File: src/rtl/mcu_pkg.sv
// Shared MCU definitions: instruction-memory geometry and loader FSM states.
package mcu_pkg;
  localparam int ADDR_W_DEF = 8;
  localparam int INST_W_DEF = 17;

  typedef enum logic [3:0] {
    IDLE, HDR, B2, B1, B0, WRITE, CHK, DONE, ERR
  } ld_state_t;
endpackage

File: src/rtl/imem_loader.sv
// Boot loader: assembles 3-byte instructions from a byte stream, writes them to
// sequential IMEM addresses, checks an XOR checksum and gates CPU reset.
module imem_loader
  import mcu_pkg::*;
#(
  parameter int ADDR_W = ADDR_W_DEF,
  parameter int INST_W = INST_W_DEF
) (
  input  logic              clk,
  input  logic              rst,
  input  logic              start,
  input  logic              byte_valid,
  input  logic [7:0]        byte_data,
  output logic              byte_ready,
  output logic              im_wr_en,
  output logic [ADDR_W-1:0] im_wr_addr,
  output logic [INST_W-1:0] im_wr_data,
  output logic              cpu_hold,
  output logic              done,
  output logic              err
);

  ld_state_t         state_q, state_d;
  logic [7:0]        cnt_q;
  logic [ADDR_W-1:0] addr_q;
  logic [INST_W-1:0] asm_q;
  logic [7:0]        acc_q;
  logic              xfer;

  assign xfer = byte_valid && byte_ready;

  always_ff @(posedge clk or posedge rst) begin
    if (rst) state_q <= IDLE;
    else     state_q <= state_d;
  end

  always_comb begin
    state_d    = state_q;
    byte_ready = 1'b0;
    im_wr_en   = 1'b0;
    done       = 1'b0;
    err        = 1'b0;
    cpu_hold   = 1'b1;
    case (state_q)
      IDLE:  if (start) state_d = HDR;
      HDR:   begin byte_ready = 1'b1; if (byte_valid) state_d = B2; end
      B2:    begin byte_ready = 1'b1; if (byte_valid) state_d = B1; end
      B1:    begin byte_ready = 1'b1; if (byte_valid) state_d = B0; end
      B0:    begin byte_ready = 1'b1; if (byte_valid) state_d = WRITE; end
      // cnt counts down from H; H==0 wraps through 255..1, giving 256 writes
      WRITE: begin
        im_wr_en = 1'b1;
        state_d  = (cnt_q == 8'd1) ? CHK : B2;
      end
      CHK: begin
        byte_ready = 1'b1;
        if (byte_valid) state_d = (byte_data == acc_q) ? DONE : ERR;
      end
      DONE: begin
        done     = 1'b1;
        cpu_hold = 1'b0;
        if (start) state_d = HDR;
      end
      ERR: begin
        err = 1'b1;
        if (start) state_d = HDR;
      end
      default: state_d = IDLE;
    endcase
  end

  always_ff @(posedge clk or posedge rst) begin
    if (rst) begin
      cnt_q  <= '0;
      addr_q <= '0;
      asm_q  <= '0;
      acc_q  <= '0;
    end else begin
      case (state_q)
        IDLE, DONE, ERR: if (start) begin
          addr_q <= '0;
          acc_q  <= '0;
        end
        HDR: if (xfer) begin
          cnt_q <= byte_data;
          acc_q <= acc_q ^ byte_data;
        end
        B2: if (xfer) begin
          asm_q[INST_W-1] <= byte_data[0];
          acc_q           <= acc_q ^ byte_data;
        end
        B1: if (xfer) begin
          asm_q[15:8] <= byte_data;
          acc_q       <= acc_q ^ byte_data;
        end
        B0: if (xfer) begin
          asm_q[7:0] <= byte_data;
          acc_q      <= acc_q ^ byte_data;
        end
        WRITE: begin
          addr_q <= addr_q + 1'b1;
          cnt_q  <= cnt_q - 8'd1;
        end
        default: ;
      endcase
    end
  end

  assign im_wr_addr = addr_q;
  assign im_wr_data = asm_q;

endmodule

File: config.mk
export PLATFORM = sky130hd
export DESIGN_NAME = imem_loader
export DESIGN_NICKNAME = d
export VERILOG_FILES = /design/src/rtl/mcu_pkg.sv /design/src/rtl/imem_loader.sv
export SDC_FILE = /design/constraint.sdc
export NUM_CORES = 1
export LEC_CHECK = 0
export CAP_MARGIN = 40
export CORE_MARGIN = 4
export CORE_UTILIZATION = 40
export CTS_CLUSTER_DIAMETER = 60
export DETAILED_ROUTE_END_ITERATION = 6
export REMOVE_ABC_BUFFERS = 1
export SLEW_MARGIN = 10
export SYNTH_ARGS = -nofsm -noshare
export SYNTH_HDL_FRONTEND = slang
export SYNTH_SLANG_ARGS = --single-unit
File: constraint.sdc
create_clock -name clk -period 1.8 [get_ports clk]
set_input_delay 0.27 -clock clk [delete_from_list [all_inputs] [get_ports clk]]
set_output_delay 0.27 -clock clk [all_outputs]
set_load 0.01 [all_outputs]
* Word-level counts from Yosys, hierarchy flattened
Index checks and enable logic that the tools add are counted.
** Word-level totals
- Output and inout bits :: 30
- Bits of input ports :: 12
- Word-level logic and storage cells :: 63
- Flip-flop bits (word level) :: 45
** Operators by class
- Multiplexer cells :: 20
- Add/sub/neg operators :: 2
- Reduce and logical (&&, ||, !) cells :: 15
- Bitwise logic cells :: 1
- Equal/unequal tests :: 18
** Operator list (number)
- one-hot mux 8 bit (2 select lines) :: 3
- 2-to-1 mux 4 bit :: 7
- one-hot mux 4 bit (7 select lines) :: 1
- 2-to-1 mux 8 bit :: 3
- equality test 4 x 3 -> 1 bit (second input constant) :: 4
- != test 2 bit (second input constant) :: 6
- AND reduction 2 bit :: 5
- adder 8 x 1 -> 8 bit (second input constant) :: 1
- equality test 4 x 2 -> 1 bit (second input constant) :: 2
- equality test 8 x 1 -> 1 bit (second input constant) :: 1
- equality test 8 bit :: 1
- subtractor 8 x 1 -> 8 bit (second input constant) :: 1
- XOR 8 bit :: 1
- AND reduction 6 bit :: 1
- nonzero test 2 bit :: 3
- 2-to-1 mux 1 bit :: 5
- OR reduction 5 bit :: 1
- equality test 4 x 1 -> 1 bit (second input constant) :: 1
- equality test 4 bit (second input constant) :: 1
- zero test 4 bit :: 1
- != test 2 x 1 -> 1 bit (second input constant) :: 2
- OR reduction 4 bit :: 1
- 2-to-1 mux 3 bit :: 1
- AND reduction 3 bit :: 1
- 2 further kinds :: 2

* Logic depth before layout (Yosys ltp)
Gate-level depths: netlist (run 1).
- Depth in word-level cells :: 6
- Depth in mapped cells :: 7
- Gate-level depth less buffers :: 6

* Worst setup path after synthesis (run 1)
No wires, ideal clock.
- Path type :: register to register
- Start point :: reg state_q[2]
- End point :: reg acc_q[0]
- Slack :: 0.172 ns
- Path buffers :: 2
- Data arrival time :: 1.502 ns
- Setup time :: 0.126 ns
- Data required time :: 1.674 ns
- Stages on the path, launching flop included :: 6
- Period minus slack after synthesis :: 1.628 ns
- Path through :: dfrtp_1 -> or3_1 -> buf_4 -> and3_4 -> buf_6 -> a221o_1
** On the way
- Longest elaborated chain between the ends :: 6
- Elaborated cells between the ends (all ways) :: 18
- Those cells by class :: eq/ne: 9; mux: 2; reduce/logical: 7
** Ends and longest elaborated chain
- start: declaration :: line imem_loader.sv:23 : ld_state_t state_q, state_d;
- start signal: assignment :: line imem_loader.sv:34 : else state_q <= state_d;
- equality test 4 x 3 -> 1 bit, or another cell as far along :: line imem_loader.sv:44 : case (state_q)
- OR reduction 5 bit (no source line)
- 2-to-1 mux 1 bit :: line imem_loader.sv:44
- logical AND 1 bit :: line imem_loader.sv:30 : assign xfer = byte_valid && byte_ready;
- != test 2 x 1 -> 1 bit (no source line)
- AND reduction 3 bit (no source line)
- end signal: assignment :: line imem_loader.sv:86 : acc_q <= acc_q ^ byte_data;
- end signal: assignment :: line imem_loader.sv:90 : acc_q <= acc_q ^ byte_data;
- end signal: assignment :: line imem_loader.sv:94 : acc_q <= acc_q ^ byte_data;
- end: declaration :: line imem_loader.sv:27 : logic [7:0] acc_q;
Several ways; a longest one is shown, not always the timed one.
A chain may end at the register's enable or synchronous reset.

* Worst setup path in the final report (run 1)
- Start point :: reg state_q[1]
- End point :: reg acc_q[7]
Same word-level chain as after synthesis.

==> results of run 1 <==
==> placed cells by master (no fill, tap or decap), types with 9 or more instances in the layout <==
cell             count
a221o_1              9
buf_4               26
clkdlybuf4s50_1     36
dfrtp_1             43
mux2_2              19
nand2_1             11
nand3_1              9
nor2_1              11
nor2b_1             11
nor3b_1              9
xor2_1               9
==> where the power goes <==
part	switching [W]	total [W]	internal, W
registers	0.000441	0.00191	0.00147
logic	0.00129	0.00290	0.00160
clock network	0.000356	0.000908	0.000552
==> registers in the layout, summed over array words and instances (netlist names) <==
name	cells
im_wr_data	17
acc_q	8
state_q	4
cnt_q	8
im_wr_addr	8
==> layer usage <==
layer	share of wire, %	up-vias	GRT usage, %	wire length (um)
met2	48	46	28.4	2990
met1	46	1013	24.3	2860
li1	-	1005	-	-
met5	0	-	0	0
met4	1.0	0	4.25	63
met3	4.2	6	3.90	258
==> logic make-up after synthesis <==
kind of cell,Yosys count,share of synthesized area (%)
multiplexers,22,9.88
AO/OA/AOI/OAI,47,14.8
buffers and inverters,20,4.10
adder cells (fa/ha/maj),3,1.52
AND/OR/NAND/NOR,84,20.9
XOR/XNOR,9,3.19
flip-flops,45,45.6
==> synthesized netlist by cell type, drive strengths merged (4+ instances only) <==
cell,count,area share (%)
a221o,9,3.6
nor3,5,1.0
nor4,4,1.3
inv,7,1.1
buf,10,2.6
nor2,11,1.7
xor2,9,3.2
nand4,6,2.1
nor3b,9,2.7
mux2,19,8.7
o21ai,9,2.1
nor2b,11,2.8
dfrtp,45,46
nand3,9,1.8
nand2,11,1.7
==> worst max-delay path by stage <==
stage	start	endpoint	cells past startpoint
floorplan	state_q[2]	im_wr_addr[7]	5
finish	state_q[1]	acc_q[7]	5
detailed placement	byte_valid	state_q[3]	6
CTS	state_q[3]	done	4
global route	state_q[1]	cnt_q[5]	5
global placement	byte_data[1]	state_q[0]	6
==> worst register-to-register path: cells and delay by family (launching register included) <==
kind | cells | cell delay [ps]
simple gates | 2 | 530
flops | 1 | 430
compound gates | 1 | 350
buf+inv | 2 | 300
==> cell type report <==
class	instances	area share (%)
multi-input combinational	165	38.0
sequential	45	33.4
timing repair buffer	75	21.1
tap	75	2.78
clock buffer	5	2.04
clock inverter	3	1.93
inverter	7	0.778
==> metrics by stage <==
stage               total power, W  worst slack, ps  cell area [um2]
global placement           0.00466            -5.50             3190
CTS                        0.00567             3.53             3350
finish                     0.00571             80.0             3380
floorplan                  0.00340             -201             2390
global route               0.00612            -24.9             3380
detailed placement         0.00469            -27.0             3190
==> repair_timing <==
action	CTS	global route
buffers inserted	2	0
pin swaps	0	2
endpoints found under the setup margin	5	16
resized for setup	12	13
==> results.py, run 1 <==
metrics = {
    "setup_path": {
        "cp_slowest_cell": "dfrtp_1",
        "max_stage_delay_ps": 430,
        "crit_fanout": 8,
        "crit_family": "simple AND/OR/NAND/NOR gates",
        "end_kind": "flip-flop",
        "r2r_slack_ps": 80,
        "reg2reg_from": "state_q[1]",
        "cp.arrival_ps": 1910,
        "setup.worst_path.start_class": "flip-flop",
        "ff2ff_path_depth": 5,
        "crit_buf_inv": 2,
        "worstPathRequired_ps": 1990,
        "reg2reg_to": "acc_q[7]",
        "critPathKind": "flip-flop to flip-flop",
        "path_cells": "buf_4, or3_4, buf_6, and3_4, a221o_1",
    },
    "finish": {
        "fillers": 524,
        "area.sequential_um2": 1130,
        "antennaDiodeCount": 0,
        "nNetsFinal": 314,
        "postLayoutCoreUtil_pct": 56.7,
        "drive_gt1_share_pct": 26.3,
        "multi_input_area_um2": 1280,
        "final_cells": 375,
        "area_growth_pct": 36.8,
    },
    "clocking": {
        "cts.sinks": 45,
        "cts_root_buf": "clkbuf_8",
        "cts_buffers": 5,
        "cts_tree": "done",
        "cts_hold_buf": 0,
        "cts_buffer_depth": 2,
        "clk_pin_slew_worst_paths_ps": 90,
        "clk_latency_ps": 300,
        "cts_max_level": 2,
    },
    "route": {
        "drtAntennaViolNets": 0,
        "drt-pass1-iter-count": 4,
        "dr.first_iter.drc_count": 112,
        "route.detailed.drc": 0,
        "num_vias": 2070,
        "viasPerCell": 5.52,
        "drt_wl_total_um": 6170,
        "wire_per_inst_um": 16.5,
    },
    "global_routing": {
        "grt_pass1_wl_um": 10400,
        "gr-total-overflow": 0,
        "track_usage_pct": 17.7,
        "grt_pass1_vias": 2119,
        "grt_max_degree": 20,
        "antenna_found_initial": 0,
    },
    "timing": {
        "finalHoldViolCount": 0,
        "whs_ps": 249,
        "final.setup.tns_ps": 0,
        "skew_ps": 5.96,
        "finalSetupViolations": 0,
        "relSlewSlack_pct": 62.8,
        "rsz0062_at_grt": "yes",
        "worst_pin_slew_ps": 555,
        "fmax_ghz": 0.581,
        "fin_crit_sh_pct": 95.6,
        "maxSlewViolCount": 0,
        "fin_crit_ps": 1720,
    },
    "power_and_ir_drop": {
        "p_leak_nw": 1.43,
        "vdd_drop_max_mv": 0.820,
        "power_density_nw_per_um2": 1690,
    },
    "logic_synthesis": {
        "ys_types": 51,
        "synth_cells": 230,
        "synth.ff_latch_count": 45,
        "synth_warnings": 0,
        "synth_edf_count": 0,
        "synth.avg_cell_area_um2": 10.7,
        "yosysSeqAreaShare_pct": 45.6,
        "synthArstFlopShare_pct": 100,
        "mappedNetlistArea_um2": 2470,
        "ys.flop_type": "dfrtp_1",
    },
    "floorplanning": {
        "rows": 28,
        "initial_utilization_pct": 41.5,
        "ios": 42,
        "die_x_um": 86.6,
        "die-area_um2": 7500,
        "core_um2": 5960,
        "die_y_um": 86.6,
    },
    "status": {
        "outcome": "completed",
    },
    "placed_design": {
        "io_buffers": 41,
        "place.gp.congestion": 0.855,
        "post-place-cells": 365,
        "dpl.hpwl_um": 4510,
    },
    "min_path": {
        "hold_path_class": "primary input to async pin",
    },
    "run": {
        "maxCapViolations": 0,
    },
}
Note: power is estimated with default switching activity, not from simulation.
==> inputs of run 2 (changes only) <==
--- a/config.mk
+++ b/config.mk
@@ -6,10 +6,13 @@
 export NUM_CORES = 1
 export LEC_CHECK = 0
 export CAP_MARGIN = 40
+export CELL_PAD_IN_SITES_DETAIL_PLACEMENT = 1
+export CELL_PAD_IN_SITES_GLOBAL_PLACEMENT = 1
 export CORE_MARGIN = 4
 export CORE_UTILIZATION = 40
 export CTS_CLUSTER_DIAMETER = 60
 export DETAILED_ROUTE_END_ITERATION = 6
+export PLACE_DENSITY_LB_ADDON = 0.1
 export REMOVE_ABC_BUFFERS = 1
 export SLEW_MARGIN = 10
 export SYNTH_ARGS = -nofsm -noshare
==> run 2 against run 1 <==
  * Wire length up 13%
  * Worst setup slack worse by 38 ps
  * Critical path type is now flip-flop to output port
  * Power up 0.21%
  * Combinational power up 11%
  * Die area unchanged
  * Final area up 1.8%
  * Worst hold slack better by 3.6 ps
  * Highest routed layer unchanged
  * First-iteration DRC count down 13%
  * Clock power down 31%
  * Count of clock-buffer cells in the layout up 1
==> results.py, run 2 (synthesis results as in run 1) <==
metrics = {
    "status": {
        "outcome": "completed",
    },
    "power_and_ir_drop": {
        "vdd_drop_max_mv": 0.752,
        "p_sw_share_pct": 38.6,
        "internal-power_w": 0.00351,
        "p_comb_share_pct": 56.3,
        "power.share.clock_pct": 11.0,
        "p_sw_w": 0.00221,
        "power_density_nw_per_um2": 1660,
        "pwr-share-seq_pct": 32.7,
        "p_leak_nw": 1.48,
    },
    "finish": {
        "nNetsFinal": 327,
        "postLayoutCoreUtil_pct": 57.8,
        "drive_gt1_share_pct": 28.4,
        "largest_reg_flops": 17,
        "layout_commonest_cell": "dfrtp_1",
        "layout_common_cells": "dfrtp_1, buf_4, clkdlybuf4s50_1",
        "antennaDiodeCount": 0,
        "area_growth_pct": 39.3,
    },
    "setup_path": {
        "endpoint": "err",
        "cp_slowest_cell": "dfrtp_2",
        "crit_cells": 4,
        "r2r_slack_ps": 50,
        "critPathKind": "flip-flop to output port",
        "crit_start": "state_q[2]",
        "end_kind": "output port",
        "max_stage_delay_ps": 450,
        "reg2reg_to": "acc_q[5]",
        "reg2reg_from": "state_q[1]",
        "crit_buf_inv": 2,
        "worstPathRequired_ps": 1530,
        "setup.worst_path.start_class": "flip-flop",
        "path_cells": "buf_6, or3_4, nor2_1, buf_2",
        "crit_family": "simple AND/OR/NAND/NOR gates",
        "ff2ff_path_depth": 7,
        "crit_fanout": 3,
        "cp.arrival_ps": 1490,
    },
    "timing": {
        "maxSlewViolCount": 0,
        "relSlewSlack_pct": 75.5,
        "worst_pin_slew_ps": 366,
        "finalSetupViolations": 0,
        "fin_crit_ps": 1760,
        "skew_ps": 10.7,
        "fmax_ghz": 0.569,
        "finalHoldViolCount": 0,
        "worst_slack_ps": 41.6,
        "fin_crit_sh_pct": 97.7,
    },
    "route": {
        "drt_wl_total_um": 6990,
        "drt-pass1-iter-count": 4,
        "num_vias": 2196,
        "wire_per_inst_um": 18.0,
        "viasPerCell": 5.66,
        "route.detailed.drc": 0,
        "dr.first_iter.drc_count": 97,
        "drtAntennaViolNets": 0,
    },
    "clocking": {
        "cts.sinks": 45,
        "clk_latency_ps": 300,
        "cts_root_buf": "clkbuf_8",
        "clk_pin_slew_worst_paths_ps": 90,
        "cts_hold_buf": 0,
        "cts_max_level": 2,
        "cts_buffer_depth": 2,
        "cts_buffers": 5,
        "cts_tree": "done",
    },
    "placed_design": {
        "dpl.hpwl_um": 5160,
        "io_buffers": 41,
        "post-place-ws_ps": -25.3,
        "place.gp.congestion": 0.853,
    },
    "floorplanning": {
        "initial_utilization_pct": 41.5,
        "die_y_um": 86.6,
        "ios": 42,
        "core_um2": 5960,
        "die-area_um2": 7500,
        "rows": 28,
        "die_x_um": 86.6,
    },
    "global_routing": {
        "gr-total-overflow": 0,
        "antenna_found_initial": 0,
        "grt_pass1_wl_um": 11500,
        "track_usage_pct": 19.4,
        "grt_max_degree": 18,
        "grt_pass1_vias": 2269,
    },
    "min_path": {
        "hold_path_class": "primary input to async pin",
    },
    "run": {
        "maxCapViolations": 0,
    },
}
-- run 2: per-layer routing --
layer  routed length, um  track usage (%)
met1                3220             25.3
met2                3450             33.3
met3                 219             3.71
met4                 110             4.53
met5                   0                0
-- run 2: worst min-delay path by stage --
| stage | start | to | slack (ps) | depth (start not counted) |
|---|---|---|---|---|
| 6_report | rst | im_wr_data[15] | 250 | 2 |
| 4_1_cts | rst | im_wr_data[5] | 260 | 2 |
| 2_1_floorplan | byte_data[7] | cnt_q[7] | 390 | 2 |
| 3_5_place_dp | im_wr_addr[7] | im_wr_addr[7] | 480 | 1 |
| 3_3_place_gp | im_wr_addr[7] | im_wr_addr[7] | 470 | 1 |
| 5_1_grt | rst | im_wr_data[5] | 270 | 2 |
-- run 2: final cells by class --
type,instances,area [um2]
sequential,45,1130
fill,664,2520
clock buffer,6,72.6
inverter,7,26.3
clock inverter,2,15.0
timing repair buffer,88,821
multi-input combinational,165,1280
tap,75,93.8
-- run 2: power groups by stage --
stage	registers (W)	logic, W	clock network [W]
after floorplan	0.00200	0.00140	0
after global placement	0.00184	0.00292	0
after detailed placement	0.00186	0.00298	0
after CTS	0.00185	0.00303	0.000657
after global routing	0.00196	0.00349	0.000694
final	0.00187	0.00322	0.000631
-- run 2: worst register-to-register path: cells and delay by family, from the launching register on --
kind / cells / cell delay, ps
compound gates: 2 / 400
buf+inv: 3 / 420
flops: 1 / 420
simple gates: 2 / 410
-- run 2: repair_timing --
| action | CTS | global route |
|---|---|---|
| resized for setup | 9 | 15 |
| endpoints found under the hold margin | 0 | 0 |
| buffers inserted | 2 | 8 |
| pin swaps | 0 | 4 |
| endpoints found under the setup margin | 5 | 13 |
-- run 2: per-stage QoR --
step | total power, W | std cells | hold slack [ps] | setup TNS, ps | cell area [um2]
finish | 0.00572 | 388 | 252 | 0 | 3440
global route | 0.00614 | 388 | 270 | -161 | 3440
CTS | 0.00553 | 380 | 262 | -236 | 3330
detailed placement | 0.00484 | 370 | 476 | -25.3 | 3210
global placement | 0.00475 | 370 | 470 | 0 | 3210
floorplan | 0.00340 | 217 | 393 | -885 | 2390
